File: src/rtl/array_scan_sequencer_if.sv
// Request, result, size-lookup and heap-read signals of the array scan sequencer.
// master: the sequencer itself; slave: the requesters, result sink, size table and heap.
interface array_scan_sequencer_if #(
  parameter int W = 12
);
  logic         req0_valid;
  logic         req0_ready;
  logic [1:0]   req0_op;
  logic [W-1:0] req0_array;
  logic [W-1:0] req0_key;
  logic         req1_valid;
  logic         req1_ready;
  logic [1:0]   req1_op;
  logic [W-1:0] req1_array;
  logic [W-1:0] req1_key;
  logic         res_valid;
  logic         res_ready;
  logic [W-1:0] res_data;
  logic         res_owner;
  logic         res_error;
  logic [W-1:0] size_array;
  logic [W-1:0] size_data;
  logic         heap_rd;
  logic [W-1:0] heap_addr;
  logic [W-1:0] heap_data;
  logic         busy;

  modport master (
    input  req0_valid, req0_op, req0_array, req0_key,
    input  req1_valid, req1_op, req1_array, req1_key,
    output req0_ready, req1_ready,
    output res_valid, res_data, res_owner, res_error,
    input  res_ready,
    output size_array, input size_data,
    output heap_rd, heap_addr, input heap_data,
    output busy
  );

  modport slave (
    output req0_valid, req0_op, req0_array, req0_key,
    output req1_valid, req1_op, req1_array, req1_key,
    input  req0_ready, req1_ready,
    input  res_valid, res_data, res_owner, res_error,
    output res_ready,
    input  size_array, output size_data,
    input  heap_rd, heap_addr, output heap_data,
    input  busy
  );
endinterface

File: src/rtl/array_scan_sequencer.sv
// Round-robin shared heap scanner: arrayIndex / arrayCountLess / arrayCountGreater
// over one array area, one scan at a time, fixed latency k+3 from accept to result.
module array_scan_sequencer #(
  parameter int MemoryElementWidth = 12,
  parameter int NArea              = 3,
  parameter int NArrays            = 4
) (
  input logic                   clock,
  input logic                   reset,
  array_scan_sequencer_if.master bus
);
  localparam int W = MemoryElementWidth;
  localparam logic [W-1:0] NAREA_W   = W'(NArea);
  localparam logic [W-1:0] NARRAYS_W = W'(NArrays);

  typedef enum logic [2:0] {IDLE, SIZE, SCAN, FLUSH, DONE} state_e;

  state_e       state_q, state_d;
  logic         prio_q, prio_d;
  logic         owner_q, owner_d;
  logic [1:0]   op_q, op_d;
  logic [W-1:0] array_q, array_d;
  logic [W-1:0] key_q, key_d;
  logic         err_q, err_d;
  logic [W-1:0] k_q, k_d;
  logic [W-1:0] i_q, i_d;
  logic         pend_q, pend_d;
  logic [W-1:0] pidx_q, pidx_d;
  logic [W-1:0] result_q, result_d;

  logic grant;
  logic idle_ok;
  logic accept;
  logic bad_req;

  always_ff @(posedge clock) begin
    if (reset) begin
      state_q  <= IDLE;
      prio_q   <= 1'b0;
      owner_q  <= 1'b0;
      op_q     <= '0;
      array_q  <= '0;
      key_q    <= '0;
      err_q    <= 1'b0;
      k_q      <= '0;
      i_q      <= '0;
      pend_q   <= 1'b0;
      pidx_q   <= '0;
      result_q <= '0;
    end else begin
      state_q  <= state_d;
      prio_q   <= prio_d;
      owner_q  <= owner_d;
      op_q     <= op_d;
      array_q  <= array_d;
      key_q    <= key_d;
      err_q    <= err_d;
      k_q      <= k_d;
      i_q      <= i_d;
      pend_q   <= pend_d;
      pidx_q   <= pidx_d;
      result_q <= result_d;
    end
  end

  always_comb begin
    state_d  = state_q;
    prio_d   = prio_q;
    owner_d  = owner_q;
    op_d     = op_q;
    array_d  = array_q;
    key_d    = key_q;
    err_d    = err_q;
    k_d      = k_q;
    i_d      = i_q;
    pidx_d   = i_q;
    pend_d   = 1'b0;
    result_d = result_q;

    // A lone valid requester wins; the pointer only breaks ties.
    if (bus.req0_valid && bus.req1_valid) grant = prio_q;
    else if (bus.req1_valid)              grant = 1'b1;
    else if (bus.req0_valid)              grant = 1'b0;
    else                                  grant = prio_q;

    idle_ok = (state_q == IDLE) && !reset;
    accept  = idle_ok && (grant ? bus.req1_valid : bus.req0_valid);
    bad_req = (array_q >= NARRAYS_W) || (op_q == 2'd3);

    bus.req0_ready = idle_ok && !grant;
    bus.req1_ready = idle_ok && grant;
    bus.size_array = array_q;
    bus.heap_rd    = 1'b0;
    bus.heap_addr  = array_q * NAREA_W + i_q;
    bus.res_valid  = (state_q == DONE);
    bus.res_data   = result_q;
    bus.res_owner  = owner_q;
    bus.res_error  = err_q;
    bus.busy       = (state_q != IDLE);

    // Read data lags heap_rd by one cycle, so it is scored against the index issued then.
    if (pend_q) begin
      unique case (op_q)
        2'd0: if (bus.heap_data == key_q) result_d = pidx_q + 1'b1;
        2'd1: if (bus.heap_data < key_q)  result_d = result_q + 1'b1;
        2'd2: if (bus.heap_data > key_q)  result_d = result_q + 1'b1;
        default: ;
      endcase
    end

    unique case (state_q)
      IDLE: begin
        if (accept) begin
          owner_d  = grant;
          prio_d   = ~grant;
          op_d     = grant ? bus.req1_op    : bus.req0_op;
          array_d  = grant ? bus.req1_array : bus.req0_array;
          key_d    = grant ? bus.req1_key   : bus.req0_key;
          err_d    = 1'b0;
          result_d = '0;
          state_d  = SIZE;
        end
      end
      SIZE: begin
        i_d   = '0;
        err_d = bad_req;
        if (bad_req)                      k_d = '0;
        else if (bus.size_data < NAREA_W) k_d = bus.size_data;
        else                              k_d = NAREA_W;
        state_d = (bad_req || bus.size_data == '0) ? FLUSH : SCAN;
      end
      SCAN: begin
        bus.heap_rd = 1'b1;
        pend_d      = 1'b1;
        i_d         = i_q + 1'b1;
        if (i_q + 1'b1 == k_q) state_d = FLUSH;
      end
      FLUSH: state_d = DONE;
      DONE:  if (bus.res_ready) state_d = IDLE;
      default: state_d = IDLE;
    endcase
  end
endmodule

File: src/flat_wrapper.sv
// flat-port wrapper written by rule: the top's interface ports become plain ports
module array_scan_sequencer_flat 
#(
  parameter int MemoryElementWidth = 12,
  parameter int NArea              = 3,
  parameter int NArrays            = 4
)
  (clock, reset, bus_req0_valid, bus_req0_op, bus_req0_array, bus_req0_key, bus_req1_valid, bus_req1_op, bus_req1_array, bus_req1_key, bus_req0_ready, bus_req1_ready, bus_res_valid, bus_res_data, bus_res_owner, bus_res_error, bus_res_ready, bus_size_array, bus_size_data, bus_heap_rd, bus_heap_addr, bus_heap_data, bus_busy);
  array_scan_sequencer_if #(.W(12)) bus_i ();
  input logic clock;
  input logic reset;
  input wire logic [$bits(bus_i.req0_valid)-1:0] bus_req0_valid;
  input wire logic [$bits(bus_i.req0_op)-1:0] bus_req0_op;
  input wire logic [$bits(bus_i.req0_array)-1:0] bus_req0_array;
  input wire logic [$bits(bus_i.req0_key)-1:0] bus_req0_key;
  input wire logic [$bits(bus_i.req1_valid)-1:0] bus_req1_valid;
  input wire logic [$bits(bus_i.req1_op)-1:0] bus_req1_op;
  input wire logic [$bits(bus_i.req1_array)-1:0] bus_req1_array;
  input wire logic [$bits(bus_i.req1_key)-1:0] bus_req1_key;
  output wire logic [$bits(bus_i.req0_ready)-1:0] bus_req0_ready;
  output wire logic [$bits(bus_i.req1_ready)-1:0] bus_req1_ready;
  output wire logic [$bits(bus_i.res_valid)-1:0] bus_res_valid;
  output wire logic [$bits(bus_i.res_data)-1:0] bus_res_data;
  output wire logic [$bits(bus_i.res_owner)-1:0] bus_res_owner;
  output wire logic [$bits(bus_i.res_error)-1:0] bus_res_error;
  input wire logic [$bits(bus_i.res_ready)-1:0] bus_res_ready;
  output wire logic [$bits(bus_i.size_array)-1:0] bus_size_array;
  input wire logic [$bits(bus_i.size_data)-1:0] bus_size_data;
  output wire logic [$bits(bus_i.heap_rd)-1:0] bus_heap_rd;
  output wire logic [$bits(bus_i.heap_addr)-1:0] bus_heap_addr;
  input wire logic [$bits(bus_i.heap_data)-1:0] bus_heap_data;
  output wire logic [$bits(bus_i.busy)-1:0] bus_busy;
  assign bus_i.req0_valid = bus_req0_valid;
  assign bus_i.req0_op = bus_req0_op;
  assign bus_i.req0_array = bus_req0_array;
  assign bus_i.req0_key = bus_req0_key;
  assign bus_i.req1_valid = bus_req1_valid;
  assign bus_i.req1_op = bus_req1_op;
  assign bus_i.req1_array = bus_req1_array;
  assign bus_i.req1_key = bus_req1_key;
  assign bus_req0_ready = bus_i.req0_ready;
  assign bus_req1_ready = bus_i.req1_ready;
  assign bus_res_valid = bus_i.res_valid;
  assign bus_res_data = bus_i.res_data;
  assign bus_res_owner = bus_i.res_owner;
  assign bus_res_error = bus_i.res_error;
  assign bus_i.res_ready = bus_res_ready;
  assign bus_size_array = bus_i.size_array;
  assign bus_i.size_data = bus_size_data;
  assign bus_heap_rd = bus_i.heap_rd;
  assign bus_heap_addr = bus_i.heap_addr;
  assign bus_i.heap_data = bus_heap_data;
  assign bus_busy = bus_i.busy;
  array_scan_sequencer #(.MemoryElementWidth(MemoryElementWidth), .NArea(NArea), .NArrays(NArrays)) u_core (.clock(clock), .reset(reset), .bus(bus_i));
endmodule
File: config.mk
export PLATFORM = sky130hd
export DESIGN_NAME = array_scan_sequencer_flat
export DESIGN_NICKNAME = d
export VERILOG_FILES = /design/src/rtl/array_scan_sequencer_if.sv /design/src/rtl/array_scan_sequencer.sv /design/src/flat_wrapper.sv
export SDC_FILE = /design/constraint.sdc
export NUM_CORES = 1
export LEC_CHECK = 0
export CORE_MARGIN = 4
export CORE_UTILIZATION = 47
export CTS_BUF_LIST = sky130_fd_sc_hd__clkbuf_8 sky130_fd_sc_hd__clkbuf_16
export CTS_CLUSTER_DIAMETER = 100
export DETAILED_ROUTE_END_ITERATION = 8
export GPL_TIMING_DRIVEN = 0
export PLACE_DENSITY = 0.79
export SETUP_SLACK_MARGIN = 0.5
export SYNTH_ARGS = -nofsm -noshare
export SYNTH_HDL_FRONTEND = slang
export SYNTH_SLANG_ARGS = --single-unit
export TNS_END_PERCENT = 10
File: constraint.sdc
create_clock -name clock -period 4.1 [get_ports clock]
set_input_delay 1.23 -clock clock [delete_from_list [all_inputs] [get_ports clock]]
set_output_delay 1.23 -clock clock [all_outputs]
set_load 0.05 [all_outputs]
==> results.ini <==
[outcome]
outcome = complete, but fails checks
failed_checks = negative setup slack

[sta]
accumulated_negative_setup_slack_ps = -614.2
rsz0062_at_grt = true
max-slew-margin-rel_pct = 55.92
final.setup_skew_ps = 7.160
worst-slew-pin-transition_ps = 656.1
finalHoldWorstSlack_ps = 476.5
number_of_endpoints_with_negative_hold_slack_in_the_final_report = 0
final-max-slew-violation-count = 0
setup-violations-final = 3
postLayoutSetupSlackWorst_ps = -290.4
final.min_clock_period_ps = 4390
timing.final.crit_share_pct = 107.1
achievable-frequency_ghz = 0.2278

[finish]
num_antenna_cells = 0
drive_gt1_share_pct = 10.76
number_of_nets_in_the_final_layout = 949
post_route_cell_area_um2 = 7447
flow.area_growth_from_synthesis_pct = 32.38

[clock_tree]
max-clock-path-buffers = 2
worstSkewPairLatency_ps = 340
cts_buffers = 9
cts.clk_slew.worst_paths_ps = 60
hold_buffers = 0
ctsRootBufferMaster = sky130_fd_sc_hd__clkbuf_16
tritoncts = built
cts.htree.levels = 3
clock-sinks = 81

[setup_path]
timing.critical_path.arrival_ps = 3160
setup_slack_of_the_worst_register_to_register_path_ps = 1520
reg2regPathDepth = 8
rr_endpoint = u_core.bus.res_data[6]
critPathMaxFanout = 4
cp_slowest_cell = sky130_fd_sc_hd__fa_1
worst_path_largest_cell_delay_ps = 560
crit_type = reg2out
worstSetupStartpoint = u_core.bus.size_array[2]
end_kind = output pin
worst_path_cell_trace = fa_1 -> ha_1 -> a21o_1 -> a21oi_2 -> nand2b_4 -> a21boi_4 -> o41ai_4 -> or4b_1 -> o211ai_1 -> buf_4
cp-start-kind = flip-flop
critPathRequiredTime_ps = 2870
timing.rr.start = u_core.key_q[11]

[synth]
synth_top_area_share_pct = 28.83
yosysTopAreaCell = sky130_fd_sc_hd__dfxtp_1
syn_inst = 685
synthesized_cell_area_um2 = 5625
yosysMostFrequentCell = sky130_fd_sc_hd__nor2_1
synth_async_sr_flop_share_pct = 0
synth_top_area_cells = sky130_fd_sc_hd__dfxtp_1 29%, sky130_fd_sc_hd__ha_1 7.8%, sky130_fd_sc_hd__nor2_1 5.5%, sky130_fd_sc_hd__a222oi_1 4.4%, sky130_fd_sc_hd__fa_1 3.9%
avgSynthCellArea_um2 = 8.212
ffs_latches_synth = 81
yosys_warnings = 0
synth_nets = 812
post_synth_num_cell_types = 74
synth_common_cells = 83 x sky130_fd_sc_hd__nor2_1, 81 x sky130_fd_sc_hd__dfxtp_1, 43 x sky130_fd_sc_hd__nand2_1, 41 x sky130_fd_sc_hd__inv_1, 35 x sky130_fd_sc_hd__ha_1
synth_edf_count = 0
ys.flop_type = sky130_fd_sc_hd__dfxtp_1
ys_seq_area_share_pct = 28.83

[routing]
avgViaCountPerCell = 5.962
wire_per_inst_um = 18.28
drtAntennaViolNets = 0
post-route-drc-count = 0
totalWireLength_um = 17730
vias = 5783
first_pass_iters = 5
detailedRoute.firstIterationViolations = 562

[floorplanning]
core_region_area_um2 = 11560
floorplan.die_area_um2 = 13780
fp.dieH_um = 117.4
floorplan.rows = 39
initial_core_util_pct = 48.64
fp.dieW_um = 117.4
ioPinCount = 124

[grt]
grt.total_usage_pct = 25.65
grt_pass1_vias = 5725
grt.overflow.total = 0
grt_first_pass_wirelength_um = 29130
antenna_violations_before_repair = 0
grt_max_degree = 14

[place]
gpl.final_weighted_congestion = 0.9304
place_worst_setup_slack_ps = -790.6
final_hpwl_dp_um = 13440
detailed_place.area_um2 = 7074
portBuffers = 122

[min_path]
whs_path_depth = 1
worstHoldStart = u_core.bus.res_owner
worstHoldEndpoint = u_core.bus.res_owner
min-delay-path-class = reg2reg

[power_and_ir_drop]
ir_worst_vdd_uv = 503.3
netSwitchingFraction_pct = 43.19
p_int_mw = 2.018
power_switching_mw = 1.534
p_comb_share_pct = 48.2
leakagePower_nw = 2.858
portion_of_total_power_attributed_to_sequential_cells_pct = 27.7
power_consumption_mw = 3.552
power.share.clock_pct = 24.0
power_density_nw_per_um2 = 477.0

[run]
max_cap_violations = 0

-- layer usage --
metal	share of wire, %	global-route usage, %	wire length, µm
met4	3.1	9.897	553
met3	7.6	7.267	1353
met5	0	0	0
met2	46	41.40	8215
met1	43	32.58	7610
-- worst max path at each step --
stage / to / slack (ps) / cells past startpoint
6_report: bus_heap_addr[10] / -290 / 10
3_5_place_dp: bus_heap_addr[11] / -790 / 12
5_1_grt: bus_heap_addr[10] / -440 / 10
3_3_place_gp: bus_heap_addr[11] / -790 / 12
2_1_floorplan: bus_heap_addr[10] / -90 / 9
4_1_cts: bus_heap_addr[10] / -250 / 10
-- through the flow --
stage / utilization (%) / std cells
after floorplan: - / 685
after global placement: 61.17 / 950
after detailed placement: 61.17 / 950
after CTS: 64.29 / 970
after global routing: 64.39 / 970
final: 64.39 / 970
-- cell usage in the layout, fill, tap and decap left out, types with 5 or more instances in the layout --
cell                                n
sky130_fd_sc_hd__a211oi_1           5
sky130_fd_sc_hd__a21oi_1           31
sky130_fd_sc_hd__a222oi_1          25
sky130_fd_sc_hd__a31oi_1            7
sky130_fd_sc_hd__and2_1            14
sky130_fd_sc_hd__and3_1             8
sky130_fd_sc_hd__buf_2              8
sky130_fd_sc_hd__buf_4             13
sky130_fd_sc_hd__buf_6              5
sky130_fd_sc_hd__clkbuf_1          19
sky130_fd_sc_hd__clkbuf_16          9
sky130_fd_sc_hd__clkbuf_8           9
sky130_fd_sc_hd__clkdlybuf4s50_1  107
sky130_fd_sc_hd__dfxtp_1           72
sky130_fd_sc_hd__dfxtp_4            5
sky130_fd_sc_hd__fa_1              10
sky130_fd_sc_hd__ha_1              34
sky130_fd_sc_hd__inv_1             40
sky130_fd_sc_hd__nand2_1           42
sky130_fd_sc_hd__nand2b_1           5
sky130_fd_sc_hd__nand3_1           31
sky130_fd_sc_hd__nand4_1            8
sky130_fd_sc_hd__nor2_1            81
sky130_fd_sc_hd__nor2b_1           16
sky130_fd_sc_hd__nor3_1            27
sky130_fd_sc_hd__nor4_1            13
sky130_fd_sc_hd__o211ai_1           8
sky130_fd_sc_hd__o21ai_0           28
sky130_fd_sc_hd__xnor2_1           22
sky130_fd_sc_hd__xor2_1            12
-- flip-flops by register name, summed over array words and instances (netlist names) --
signal                 count
u_core.op_q                2
u_core.bus.res_error       1
u_core.bus.res_owner       1
u_core.bus.res_data       12
u_core.i_q                12
u_core.pend_q              1
u_core.bus.size_array     12
u_core.k_q                12
u_core.prio_q              1
u_core.pidx_q             12
u_core.state_q             3
u_core.key_q              12
-- cells by family (layout without fill, tap and decap cells) --
logic type	Yosys count	in the layout	synth area share (%)
flops	81	81	28.83
simple gates	273	273	24.40
mux	2	2	0.3559
fa+ha+maj	47	47	11.88
compound gates	165	165	21.98
buf+inv	81	223	6.962
xor+xnor	36	36	5.605
-- final cells by class --
cell class / count / area, µm²
Tap cell: 143 / 178.9
Multi-Input combinational cell: 523 / 3691
Clock inverter: 4 / 50.05
Inverter: 41 / 153.9
Sequential cell: 81 / 1645
Clock buffer: 12 / 266.5
Timing Repair Buffer: 126 / 1222
Fill cell: 987 / 4118
Buffer: 40 / 239.0
-- power groups by stage --
stage	registers [mW]	clock network (mW)	logic, mW
CTS	0.982	0.868	1.69
floorplan	1.08	0	1.06
finish	0.985	0.854	1.71
global placement	0.999	0	1.66
detailed placement	1.00	0	1.69
global route	0.997	0.904	1.85
-- critical path, delay by kind of cell, from the launching register on --
family,cells,cell delay (ps)
compound gates,5,800
fa+ha+maj,2,790
simple gates,2,630
flops,1,370
buf+inv,1,230
-- repair_timing --
| action | 4_1_cts | 5_1_grt |
|---|---|---|
| pin swaps | 5 | 3 |
| buffers inserted | 4 | 0 |
| endpoints found under the setup margin | 14 | 17 |
| resized for setup | 88 | 14 |
Note: power is estimated with default switching activity, not from simulation.
==> edit, RTL diff (same flow settings) <==
Reset style: asynchronous (`reset`), changed in one clocked block.
--- a/src/rtl/array_scan_sequencer.sv
+++ b/src/rtl/array_scan_sequencer.sv
@@ -34,5 +34,5 @@
   logic bad_req;
 
-  always_ff @(posedge clock) begin
+  always_ff @(posedge clock or posedge reset) begin
     if (reset) begin
       state_q  <= IDLE;
Formal check against the unedited RTL: differs if reset is asserted again (counterexample within 4 cycles, from zero or initial values and one cycle with reset high); with reset held inactive, the same outputs for 10 cycles.
==> edit against the unedited design <==
- the run still ends with setup timing left
- count of clock-buffer cells in the layout is 3 lower
- worst setup slack better by 0.0070 ns
- area after synthesis is 1.4% higher
- final area is 1.4% higher
- clock skew hardly changed
- sequential cell count stayed put
- routed wire length is 8.7% lower
- critical endpoint unchanged
Power is not compared: it rests on default switching activity, and its combinational part moved more than twofold at a synthesized area within 25%.
==> edit: results (changes against the unedited design) <==
Status
  – Status: finished, violations left
  – Failing checks: setup timing

Layout
  – Nets: 894 (-5.8%)
  – Share of cells above drive strength 1: 10.49% (-0.27 points)
  – Filler cells: 932 (-5.6%)

GRT
  – Tot GR Track Use: 23.37% (-2.3 points)
  – GR Layer Usage met1: 28.51% (-4.1 points)
  – GR Util met2: 40.76% (-0.64 points)
  – First-pass GRT wire length: 26.92 mm (-7.6%)
  – GRT met3 Usage: 4.155% (-3.1 points)

Die
  – CORE AREA: 11660 um2 (+0.84%)

Worst hold path
  – Worst Hold End: u_core.key_q[6]$_DFFE_PP0P_
  – Hold Crit Depth: 2 (+1)

Placed design
  – I/O Buffers: 123 (+0.82%)
  – Placement Setup Slack: -0.8082 ns (-0.01761 ns)
  – Post-DP HPWL: 12.27 mm (-8.7%)
  – DP Area: 7156 um2 (+1.1%)
  – Routability cong.: 0.9511 (+2.2%)

Yosys
  – Post-synthesis sequential area ratio: 35.55% (+6.7 points)
  – Synth Area in XOR/XNOR: 6.605% (+1.0 points)
  – Async SR Flop Fraction: 100.0% (+100 points)
  – Synth Area in Compound Gates: 18.76% (-3.2 points)
  – Synth cell count leaders: dfrtp_1, nand2_1, o21ai_0, inv_1, ha_1
  – Post-synthesis mux area share: 4.740% (+4.4 points)
  – Distinct cells, synth: 72 (-2.7%)
  – Largest cells by area after synthesis: dfrtp_1, ha_1, o21ai_0, nand2_1, mux2i_1
  – Post-Synth Adder-Cell Area: 11.72% (-0.16 points)
  – Ys flop type: dfrtp_1
  – Syn Nets: 754 (-7.1%)

Worst setup path
  – Worst-case reg-to-reg path depth: 9 (+1)
  – Max incr delay on CP: 0.59 ns (+0.03 ns)
  – Max FO, Critical Path: 3 (-1)
  – Critical Path AT: 3.15 ns (about the same)
  – Crit path max-delay family: adder cells
  – R2R Path End: u_core.bus.res_data[3]$_DFF_PP0_

Timing
  – Setup TNS: -0.6203 ns (-0.006115 ns)
  – Hold_ws: 0.4894 ns (+0.01288 ns)
  – Final setup viols: 3 (unchanged)
  – Final Skew: 0.007323 ns (+0.0001633 ns)
  – Fin worst setup slack: -0.2835 ns (+0.006957 ns)

Detailed routing
  – Routed vias: 5346 (-7.6%)
  – Vias per Instance: 5.843 (-2.0%)
  – First DRT Iteration DRCs: 404 (-28%)
  – Met2 wire length: 8.039 mm (-2.1%)
  – Routed wire length: 16.19 mm (-8.7%)
  – Met1 Wirelength: 6.638 mm (-13%)

CTS
  – Post-CTS Setup Bufs: 5 (+1)
-- edit: cell types whose count changed after synthesis, moves of 10 or more --
cell      delta
a222oi_1    -25
nor3_1      -17
nand3_1     -12
mux2i_1     +25
dfxtp_1     -81
nor2_1      -51
o21ai_0     +31
nand2_1     +32
nor4_1      -10
a21oi_1     -12
dfrtp_1     +81
-- edit: worst max path at each step --
stage | end | depth (start not counted) | start | slack (ns)
floorplan | bus_heap_addr[11] | 11 | u_core.bus.size_array[1]$_DFFE_PP0P_ | -0.25
global placement | bus_heap_addr[10] | 10 | u_core.bus.size_array[1]$_DFFE_PP0P_ | -0.76
detailed placement | bus_heap_addr[10] | 10 | u_core.i_q[2]$_DFFE_PP0P_ | -0.81
CTS | bus_heap_addr[11] | 12 | u_core.i_q[1]$_DFFE_PP0P_ | -0.29
global route | bus_heap_addr[10] | 10 | u_core.bus.size_array[2]$_DFFE_PP0P_ | -0.40
finish | bus_heap_addr[10] | 10 | u_core.bus.size_array[2]$_DFFE_PP0P_ | -0.28
-- edit: area by class of cell --
type | count | area (um2) | area share, %
flip-flops and latches | 81 | 2033 | 26.94
clock inverters | 7 | 82.58 | 1.094
inverters | 44 | 167.7 | 2.221
multi-input cells | 479 | 3463 | 45.88
clock buffers | 9 | 225.2 | 2.984
plain buffers | 23 | 118.9 | 1.575
repair buffers | 129 | 1279 | 16.94
well taps | 143 | 178.9 | 2.370
-- edit: kinds of logic (layout without fill, tap and decap cells) --
logic type      after synthesis  in the layout
xor+xnor                     43             43
flops                        81             81
compound gates              160            160
buf+inv                      67            212
simple gates                202            202
fa+ha+maj                    47             47
mux                          27             27
-- edit: tightest hold or removal path, cell delays in order (launching register included) --
cell and delay [ns]:
dfrtp_1 0.35, nand2_1 0.05, o21ai_0 0.06
